[src/rtl/fp_div_unit.sv]
// fp_div_unit: iterative binary32 FDIV.S (radix-2 restoring, RNE, flush-to-zero) feeding the FP register file write port
module fp_div_unit #(
  parameter int ADDR_W = 5,
  parameter logic [31:0] CANON_NAN = 32'h7FC00000
) (
  input  logic              clk,
  input  logic              rst,
  input  logic              start,
  input  logic              kill,
  input  logic [ADDR_W-1:0] rd_addr_in,
  input  logic [31:0]       frs1_data,
  input  logic [31:0]       frs2_data,
  output logic              busy,
  output logic              frd_en,
  output logic [ADDR_W-1:0] frd_addr,
  output logic [31:0]       frd_data,
  output logic [4:0]        fflags
);
  typedef enum logic [1:0] {IDLE, DIV, ROUND, DONE} state_t;
  state_t state;
  logic [4:0] cnt;
  logic [24:0] rem;
  logic [23:0] mb;
  logic [25:0] q;
  logic signed [9:0] exp_r;
  logic sign;
  logic [31:0] res;
  logic [4:0] flg;
  logic [ADDR_W-1:0] rd;
  logic [7:0] e1, e2;
  logic [22:0] f1, f2;
  logic z1, z2, inf1, inf2, nan1, nan2, nan_any, invalid, special, s;
  logic [31:0] spec_res;
  logic [4:0] spec_flg;
  assign e1 = frs1_data[30:23];
  assign e2 = frs2_data[30:23];
  assign f1 = frs1_data[22:0];
  assign f2 = frs2_data[22:0];
  assign s = frs1_data[31] ^ frs2_data[31];
  assign z1 = e1 == 8'd0;
  assign z2 = e2 == 8'd0;
  assign inf1 = &e1 & ~|f1;
  assign inf2 = &e2 & ~|f2;
  assign nan1 = &e1 & |f1;
  assign nan2 = &e2 & |f2;
  assign nan_any = nan1 | nan2;
  assign invalid = (z1 & z2) | (inf1 & inf2);
  assign special = nan_any | z1 | z2 | inf1 | inf2;
  assign spec_res = (nan_any | invalid) ? CANON_NAN :
                    (inf1 | z2) ? {s, 8'hFF, 23'd0} : {s, 31'd0};
  // quiet NaNs pass through silently; only signalling NaNs or 0/0, inf/inf raise NV
  assign spec_flg = {nan_any ? ((nan1 & ~f1[22]) | (nan2 & ~f2[22])) : invalid,
                     ~nan_any & z2 & ~z1 & ~inf1, 3'd0};
  logic ge;
  logic [24:0] rsub;
  assign ge = rem >= {1'b0, mb};
  assign rsub = ge ? rem - {1'b0, mb} : rem;
  logic sh, g, st, inc, of, uf;
  logic [23:0] sig;
  logic [24:0] sum;
  logic [22:0] frac;
  logic signed [9:0] ex;
  logic [31:0] rnd_res;
  assign sh = ~q[25];
  assign sig = sh ? q[24:1] : q[25:2];
  assign g = sh ? q[0] : q[1];
  assign st = (~sh & q[0]) | (|rem);
  assign inc = g & (st | sig[0]);
  assign sum = {1'b0, sig} + {24'd0, inc};
  assign frac = sum[24] ? sum[23:1] : sum[22:0];
  assign ex = exp_r - {9'd0, sh} + {9'd0, sum[24]};
  assign of = ex > 10'sd254;
  assign uf = ex < 10'sd1;
  assign rnd_res = of ? {sign, 8'hFF, 23'd0} : uf ? {sign, 31'd0} : {sign, ex[7:0], frac};
  assign busy = state != IDLE;
  always_ff @(posedge clk or negedge rst) begin
    if (!rst) begin
      state <= IDLE;
      cnt <= '0;
      rem <= '0;
      mb <= '0;
      q <= '0;
      exp_r <= '0;
      sign <= 1'b0;
      res <= '0;
      flg <= '0;
      rd <= '0;
      frd_en <= 1'b0;
      frd_addr <= '0;
      frd_data <= '0;
      fflags <= '0;
    end else begin
      frd_en <= 1'b0;
      fflags <= '0;
      if (kill) begin
        state <= IDLE;
        cnt <= '0;
      end else begin
        case (state)
          IDLE: if (start) begin
            rd <= rd_addr_in;
            sign <= s;
            res <= spec_res;
            flg <= spec_flg;
            rem <= {2'b01, f1};
            mb <= {1'b1, f2};
            q <= '0;
            exp_r <= $signed({2'b00, e1}) - $signed({2'b00, e2}) + 10'sd127;
            cnt <= 5'd25;
            state <= special ? DONE : DIV;
          end
          DIV: begin
            rem <= {rsub[23:0], 1'b0};
            q <= {q[24:0], ge};
            cnt <= cnt == 5'd0 ? 5'd0 : cnt - 5'd1;
            state <= cnt == 5'd0 ? ROUND : DIV;
          end
          ROUND: begin
            res <= rnd_res;
            flg <= {2'b00, of, uf, of | uf | g | st};
            state <= DONE;
          end
          default: begin
            frd_en <= 1'b1;
            frd_addr <= rd;
            frd_data <= res;
            fflags <= flg;
            state <= IDLE;
          end
        endcase
      end
    end
  end
endmodule

[config.mk]
export PLATFORM = sky130hd
export DESIGN_NAME = fp_div_unit
export DESIGN_NICKNAME = d
export VERILOG_FILES = /design/src/rtl/fp_div_unit.sv
export SDC_FILE = /design/constraint.sdc
export NUM_CORES = 1
export LEC_CHECK = 0
export CAP_MARGIN = 10
export CORE_UTILIZATION = 60
export CTS_CLUSTER_DIAMETER = 40
export DETAILED_ROUTE_END_ITERATION = 10
export HOLD_SLACK_MARGIN = 0.02
export PLACE_DENSITY_LB_ADDON = 0.15
export SYNTH_ARGS = -nofsm -noshare
export SYNTH_HDL_FRONTEND = slang
export SYNTH_SLANG_ARGS = --single-unit
[constraint.sdc]
create_clock -name clk -period 12.2 [get_ports clk]
set_input_delay 2.44 -clock clk [delete_from_list [all_inputs] [get_ports clk]]
set_output_delay 2.44 -clock clk [all_outputs]
set_load 0.03 [all_outputs]
==> impl_metrics.json, run 1 <==
{
  "status": "complete, no violations",
  "grt_pass1_wl_mm": 44.9,
  "final-seq-area_sq_um": 4450,
  "ys.flop_type": "dfrtp_1",
  "syn_nets": 1352,
  "rsz0062_at_grt": "no",
  "grt_pass1_vias": 8811,
  "clock-sinks": 178,
  "nFillCells": 1366,
  "nNetsFinal": 1435,
  "worstSetupPathType": "reg2reg",
  "synth_edf_count": 0,
  "power.leakage_uw": 0.00568,
  "pwr_density_cell_nw_per_um2": 204,
  "worst_pin_slew_ps": 1040,
  "synth.yosys.warnings": 0,
  "p_switching_uw": 1100,
  "cts_resized": 0,
  "dr.first_iter.drc_count": 725,
  "ir_drop_mv": 0.147,
  "wl_mm": 27.4,
  "area_growth_pct": 17.6,
  "yosysTopAreaCell": "dfrtp_1",
  "finalSetupTns_ps": 0,
  "start_util_pct": 61.9,
  "p_int_uw": 1470,
  "grt_max_degree": 94,
  "clock_latency_ps": 440,
  "path_clk_slew_ps": 80,
  "synthCells": 1231,
  "wl_per_cell_microns": 17.6,
  "switching_share_pct": 42.9,
  "hp-class": "reg2reg",
  "cp-end-kind": "flop",
  "hold_viol": 0,
  "clockBufferDepth": 2,
  "vias": 9477,
  "drc": 0,
  "netlist_area_sq_um": 10700,
  "viasPerCell": 6.11,
  "cts_made_buffers": 17,
  "setup_violations": 0,
  "worstPathArrival_ps": 6180,
  "crit_fanout": 42,
  "drive_above_1_share_pct": 5.95,
  "die_w_microns": 136,
  "cts_tree": "yes",
  "antenna_found_initial": 0,
  "critPathLaunchType": "flop",
  "num_antenna_cells": 0,
  "fmax_mhz": 172,
  "fin_skew_ps": 12.0,
  "fp-row-count": 48,
  "fin_crit_sh_pct": 47.7,
  "postRouteAntennaNets": 0,
  "cts-htree-levels": 4,
  "grt.overflow.total": 0,
  "synth_area_leaders": "dfrtp_1 (41%), nand2_1 (8.8%), ha_1 (5.2%), o21ai_0 (3.7%), xnor2_1 (3.3%)",
  "gp_congestion": 0.924,
  "maxSlewHeadroom_pct": 30.9,
  "crit_required_ps": 12570,
  "cts_setup_buffers": 0,
  "cts_root_buf": "clkbuf_16",
  "fin_crit_ps": 5820,
  "synth.avg_cell_area_sq_um": 8.72,
  "cap_viol_max_count": 0,
  "dp_hpwl_mm": 19.7,
  "die_h_microns": 136,
  "ys_seq_area_share_pct": 41.5,
  "ios": 117,
  "ys_async_sr_fraction_pct": 100,
  "slew_violations": 0,
  "portBuffers": 116,
  "cts_hold_buf": 0,
  "power_uw": 2570,
  "dr.pass1.iters": 5,
  "synth_top_cell_area_share_pct": 41.5,
  "core_area_sq_um": 17400,
  "ys_types": 78,
  "synth-seq-cells": 178,
  "pwr-share-clk_pct": 21.1,
  "seqPwrFrac_pct": 31.3,
  "die-area_sq_um": 18400,
  "combPwrFrac_pct": 47.5,
  "grtUsageTotal_pct": 31.2,
  "multiInputGateArea_sq_um": 5810
}
-- flip-flops by register name, summed over array words and instances (netlist names) --
signal	cells
state	2
rem	25
cnt	5
res	32
mb	24
sign	1
flg	5
frd_en	1
exp_r	10
q	26
rd	5
frd_data	32
frd_addr	5
fflags	5
-- synth_stat cells (all sizes together) (8+ instances only) --
| master | n |
|---|---|
| clkbuf | 43 |
| ha | 45 |
| and2 | 15 |
| nor2 | 60 |
| mux2 | 13 |
| a21o | 19 |
| a21oi | 69 |
| nor2b | 13 |
| a31oi | 19 |
| nand4 | 16 |
| nand2 | 253 |
| nor3 | 25 |
| a211oi | 10 |
| and3 | 11 |
| a22o | 31 |
| o21a | 11 |
| nand3 | 29 |
| buf | 19 |
| xnor2 | 41 |
| xor2 | 22 |
| o22ai | 16 |
| dfrtp | 178 |
| nor4 | 21 |
| a32o | 13 |
| inv | 59 |
| o21ai | 83 |
| nand2b | 8 |
| mux2i | 14 |
-- metrics by stage --
stage                     instance area [sq um]  hold WS (ps)  utilization (%)  setup slack, ps  cells
after floorplan                           10700           418                -             6410   1231
after global placement                    12000           433             69.1             6570   1519
after detailed placement                  12000           440             69.1             6460   1519
after CTS                                 12600           454             72.6             6440   1551
after global routing                      12600           469             72.7             5980   1552
final                                     12600           459             72.7             6380   1552
-- cell usage in the layout, fill, tap and decap left out, types with 6 or more instances in the layout --
master	instances
nand2_1	253
dfrtp_1	178
clkdlybuf4s50_1	115
o21ai_0	79
a21oi_1	68
inv_1	58
nor2_1	58
ha_1	45
xnor2_1	41
a22o_1	31
nand3_1	28
nor3_1	23
xor2_1	22
nor4_1	19
a21o_1	19
a31oi_1	19
clkbuf_16	17
o22ai_1	16
and2_1	15
nand4_1	15
mux2i_1	14
nor2b_1	13
a32o_1	13
mux2_2	12
and3_1	11
o21a_1	11
a211oi_1	9
buf_4	9
nand2b_1	7
o211ai_1	7
a221o_1	6
-- routing by layer --
metal | global-route usage (%) | up-vias | wire length, microns
li1 | - | 4544 | -
met1 | 42.3 | 4508 | 12000
met2 | 50.1 | 359 | 12900
met3 | 5.13 | 66 | 1550
met4 | 11.7 | 0 | 860
met5 | 0 | - | 0
-- worst max-delay path, cell delays in order, from the launching register on --
cell and delay, ps:
dfrtp_1 360, buf_4 270, nand2b_4 210, a21boi_0 160, ha_1 220, and3_1 240
o2111ai_2 210, or2_1 350, nor3_2 250, nand2_1 150, ha_1 300, inv_1 40
ha_1 210, fa_1 420, a211o_1 320, a211oi_2 260, o21ai_1 90, a21oi_1 180
xor2_1 190, o31ai_2 150, nor3b_4 820, a32o_1 290
-- power by group through the flow --
stage / clock network, uW / registers, uW / logic, uW
after CTS: 550 / 804 / 1200
after global routing: 576 / 820 / 1350
after detailed placement: 0 / 813 / 1190
after floorplan: 0 / 800 / 899
final: 544 / 807 / 1220
after global placement: 0 / 811 / 1170
-- worst paths after layout --
kind | startpoint | end | slack (ps) | cells past startpoint
worst max register to register | q[25]$_DFFE_PN0P_ | res[9]$_DFFE_PN0P_ | 6380 | 21
worst min-delay path | rd[0]$_DFFE_PN0P_ | frd_addr[0]$_DFFE_PN0P_ | 460 | 2
worst max-delay path | q[25]$_DFFE_PN0P_ | res[9]$_DFFE_PN0P_ | 6380 | 21
max in group asynchronous | rst | rd[0]$_DFFE_PN0P_ | 8580 | 2
min in group asynchronous | rst | q[10]$_DFFE_PN0P_ | 2070 | 1
worst min register to register | rd[0]$_DFFE_PN0P_ | frd_addr[0]$_DFFE_PN0P_ | 460 | 2
-- area by class of cell --
| cell class | count | area share (%) |
|---|---|---|
| tap | 225 | 2.23 |
| timing repair buffer | 126 | 9.96 |
| clock buffer | 18 | 3.40 |
| clock inverter | 14 | 1.34 |
| inverter | 60 | 1.78 |
| multi-input combinational | 931 | 46.0 |
| sequential | 178 | 35.3 |
-- logic make-up after synthesis --
family          after synthesis  share of synthesized area, %
compound gates              320                          19.9
mux                          27                          2.67
simple gates                473                          20.5
flops                       178                          41.5
buf+inv                     122                          4.50
xor+xnor                     63                          5.14
fa+ha+maj                    48                          5.80
Power figures use the tool's default switching activity.
==> inputs of run 2 (changes only) <==
--- a/config.mk
+++ b/config.mk
@@ -6,7 +6,7 @@
 export NUM_CORES = 1
 export LEC_CHECK = 0
 export CAP_MARGIN = 10
-export CORE_UTILIZATION = 60
+export CORE_UTILIZATION = 58
 export CTS_CLUSTER_DIAMETER = 40
 export DETAILED_ROUTE_END_ITERATION = 10
 export HOLD_SLACK_MARGIN = 0.02
==> constraint.sdc (replaced) <==
create_clock -name clk -period 5.8 [get_ports clk]
set_input_delay 1.16 -clock clk [delete_from_list [all_inputs] [get_ports clk]]
set_output_delay 1.16 -clock clk [all_outputs]
set_load 0.03 [all_outputs]
==> run 2 against run 1 <==
Cell count is 0.45% higher. First-iteration DRC count is 1.9% lower. Flip-flop and latch count stayed put. Wire length is 0.41% lower. Critical path depth stayed put. Total power is 110% higher. Critical path type unchanged. Maximum frequency is 6.9% higher. Cell area is 0.12% higher.
==> impl_metrics.json, run 2 (synthesized netlist as in run 1, its figures left out) <==
{
  "worstSetupPathType": "reg2reg",
  "cts_setup_buffers": 0,
  "hold_viol": 0,
  "fmax_mhz": 184,
  "fin_hold_ws_ps": 455,
  "combPwrFrac_pct": 47.5,
  "maxSlewHeadroom_pct": 34.2,
  "fin_skew_ps": 13.7,
  "finalSetupTns_ps": 0,
  "worstHoldPathCells": 2,
  "grtUsageTotal_pct": 29.5,
  "status": "complete, no violations",
  "wl_mm": 27.3,
  "final_cell_mix": "nand2_1 (253), dfrtp_1 (178), clkdlybuf4s50_1 (115), o21ai_0 (79), a21oi_1 (68)",
  "pwr-share-clk_pct": 21.2,
  "grt.overflow.total": 0,
  "die_w_microns": 138,
  "area_growth_pct": 17.7,
  "ios": 117,
  "setup_violations": 0,
  "fin_crit_sh_pct": 93.8,
  "biggestRegsByFlops": "frd_data (32), res (32), q (26)",
  "dp_hpwl_mm": 19.8,
  "p_switching_uw": 2310,
  "clock_latency_ps": 440,
  "gp_congestion": 0.918,
  "cts_made_buffers": 17,
  "fp-row-count": 49,
  "ir_drop_mv": 0.269,
  "nNetsFinal": 1438,
  "die-area_sq_um": 19100,
  "cts_hold_buf": 0,
  "grt_pass1_vias": 9078,
  "postRouteAntennaNets": 0,
  "clock-sinks": 178,
  "worstPathArrival_ps": 5760,
  "dr.first_iter.drc_count": 711,
  "wl_per_cell_microns": 17.5,
  "portBuffers": 116,
  "drive_above_1_share_pct": 6.24,
  "cts-htree-levels": 4,
  "slew_violations": 0,
  "seqPwrFrac_pct": 31.4,
  "timing.rr.start": "q[25]$_DFFE_PN0P_",
  "core_area_sq_um": 18000,
  "worst_pin_slew_ps": 985,
  "switching_share_pct": 42.7,
  "grt_max_degree": 106,
  "rsz0062_at_grt": "no",
  "pwr_density_cell_nw_per_um2": 427,
  "drc": 0,
  "power_uw": 5400,
  "cap_viol_max_count": 0,
  "viasPerCell": 6.03,
  "hp-class": "reg2reg",
  "path_clk_slew_ps": 70,
  "antenna_found_initial": 0,
  "cp-startpoint": "q[25]$_DFFE_PN0P_",
  "cts_tree": "yes",
  "crit_fanout": 23,
  "placed_cell_area_sq_um": 12000,
  "critPathLaunchType": "flop",
  "start_util_pct": 59.6,
  "dr.pass1.iters": 5,
  "grt_pass1_wl_mm": 45.6,
  "cts_root_buf": "clkbuf_16",
  "crit_required_ps": 6120,
  "nFillCells": 1424,
  "cts_resized": 0,
  "layout_commonest_cell": "nand2_1",
  "die_h_microns": 138,
  "r2r_cells": 21,
  "p_int_uw": 3090,
  "worstHoldStart": "mb[23]$_DFFE_PN0P_",
  "cp-end-kind": "flop",
  "final_cell_area_sq_um": 12600,
  "fin_crit_ps": 5440,
  "clockBufferDepth": 2,
  "num_antenna_cells": 0,
  "vias": 9396,
  "power.leakage_uw": 0.00570
}
run 2: changes by cell type in the layout (fill, tap and decap cells not counted), sizes merged:
cell | previous run | this run
buf | 11 | 14
clkbuf | 18 | 17
clkinv | 8 | 11
clkinvlp | 1 | 0
inv | 65 | 64
run 2: worst paths after layout:
path / to / slack, ps
max: res[21]$_DFFE_PN0P_ / 360
min: mb[23]$_DFFE_PN0P_ / 460
max reg2reg: res[21]$_DFFE_PN0P_ / 360
min reg2reg: mb[23]$_DFFE_PN0P_ / 460
max in group asynchronous: exp_r[4]$_DFFE_PN0P_ / 3760
min in group asynchronous: q[6]$_DFFE_PN0P_ / 800
run 2: per-layer routing:
| layer | global-route usage (%) | part of all wire, % |
|---|---|---|
| met1 | 39.1 | 44 |
| met4 | 10.6 | 2.3 |
| met5 | 0 | 0 |
| met2 | 48.7 | 48 |
| met3 | 5.09 | 5.6 |
run 2: final cells by class:
type | instances | area, sq um | area share [%]
inverters | 60 | 225 | 1.78
well taps | 229 | 287 | 2.27
clock inverters | 15 | 180 | 1.43
repair buffers | 129 | 1260 | 9.97
multi-input cells | 931 | 5810 | 46.0
flip-flops and latches | 178 | 4450 | 35.2
clock buffers | 17 | 425 | 3.37
run 2: power groups by stage:
stage / Combinational [uW] / Clock [uW] / Sequential, uW
after global routing: 2830 / 1210 / 1720
after detailed placement: 2500 / 0 / 1710
after global placement: 2450 / 0 / 1700
after floorplan: 1890 / 0 / 1680
after CTS: 2520 / 1160 / 1690
final: 2560 / 1140 / 1700
run 2: through the flow:
stage	setup WS [ps]	utilization [%]	instances
after floorplan	12.3	-	1231
after global placement	606	66.8	1527
after detailed placement	443	66.8	1527
after CTS	408	70.1	1559
after global routing	82.4	70.1	1559
final	358	70.1	1559
run 2: worst max-delay path: stages, from the launching register on:
cell       delay (ps)
dfrtp_1           440
buf_4             220
mux2_2            240
ha_1              200
and3_1            230
o2111ai_2         210
or2_1             360
nor3_2            260
nand2_1           140
ha_1              300
inv_1              40
ha_1              220
fa_1              430
a211o_1           330
a21o_1            180
a21oi_2           140
xnor2_1           170
nand3_1           150
o31ai_2           480
nor3b_4            70
buf_4             240
a32o_1            280
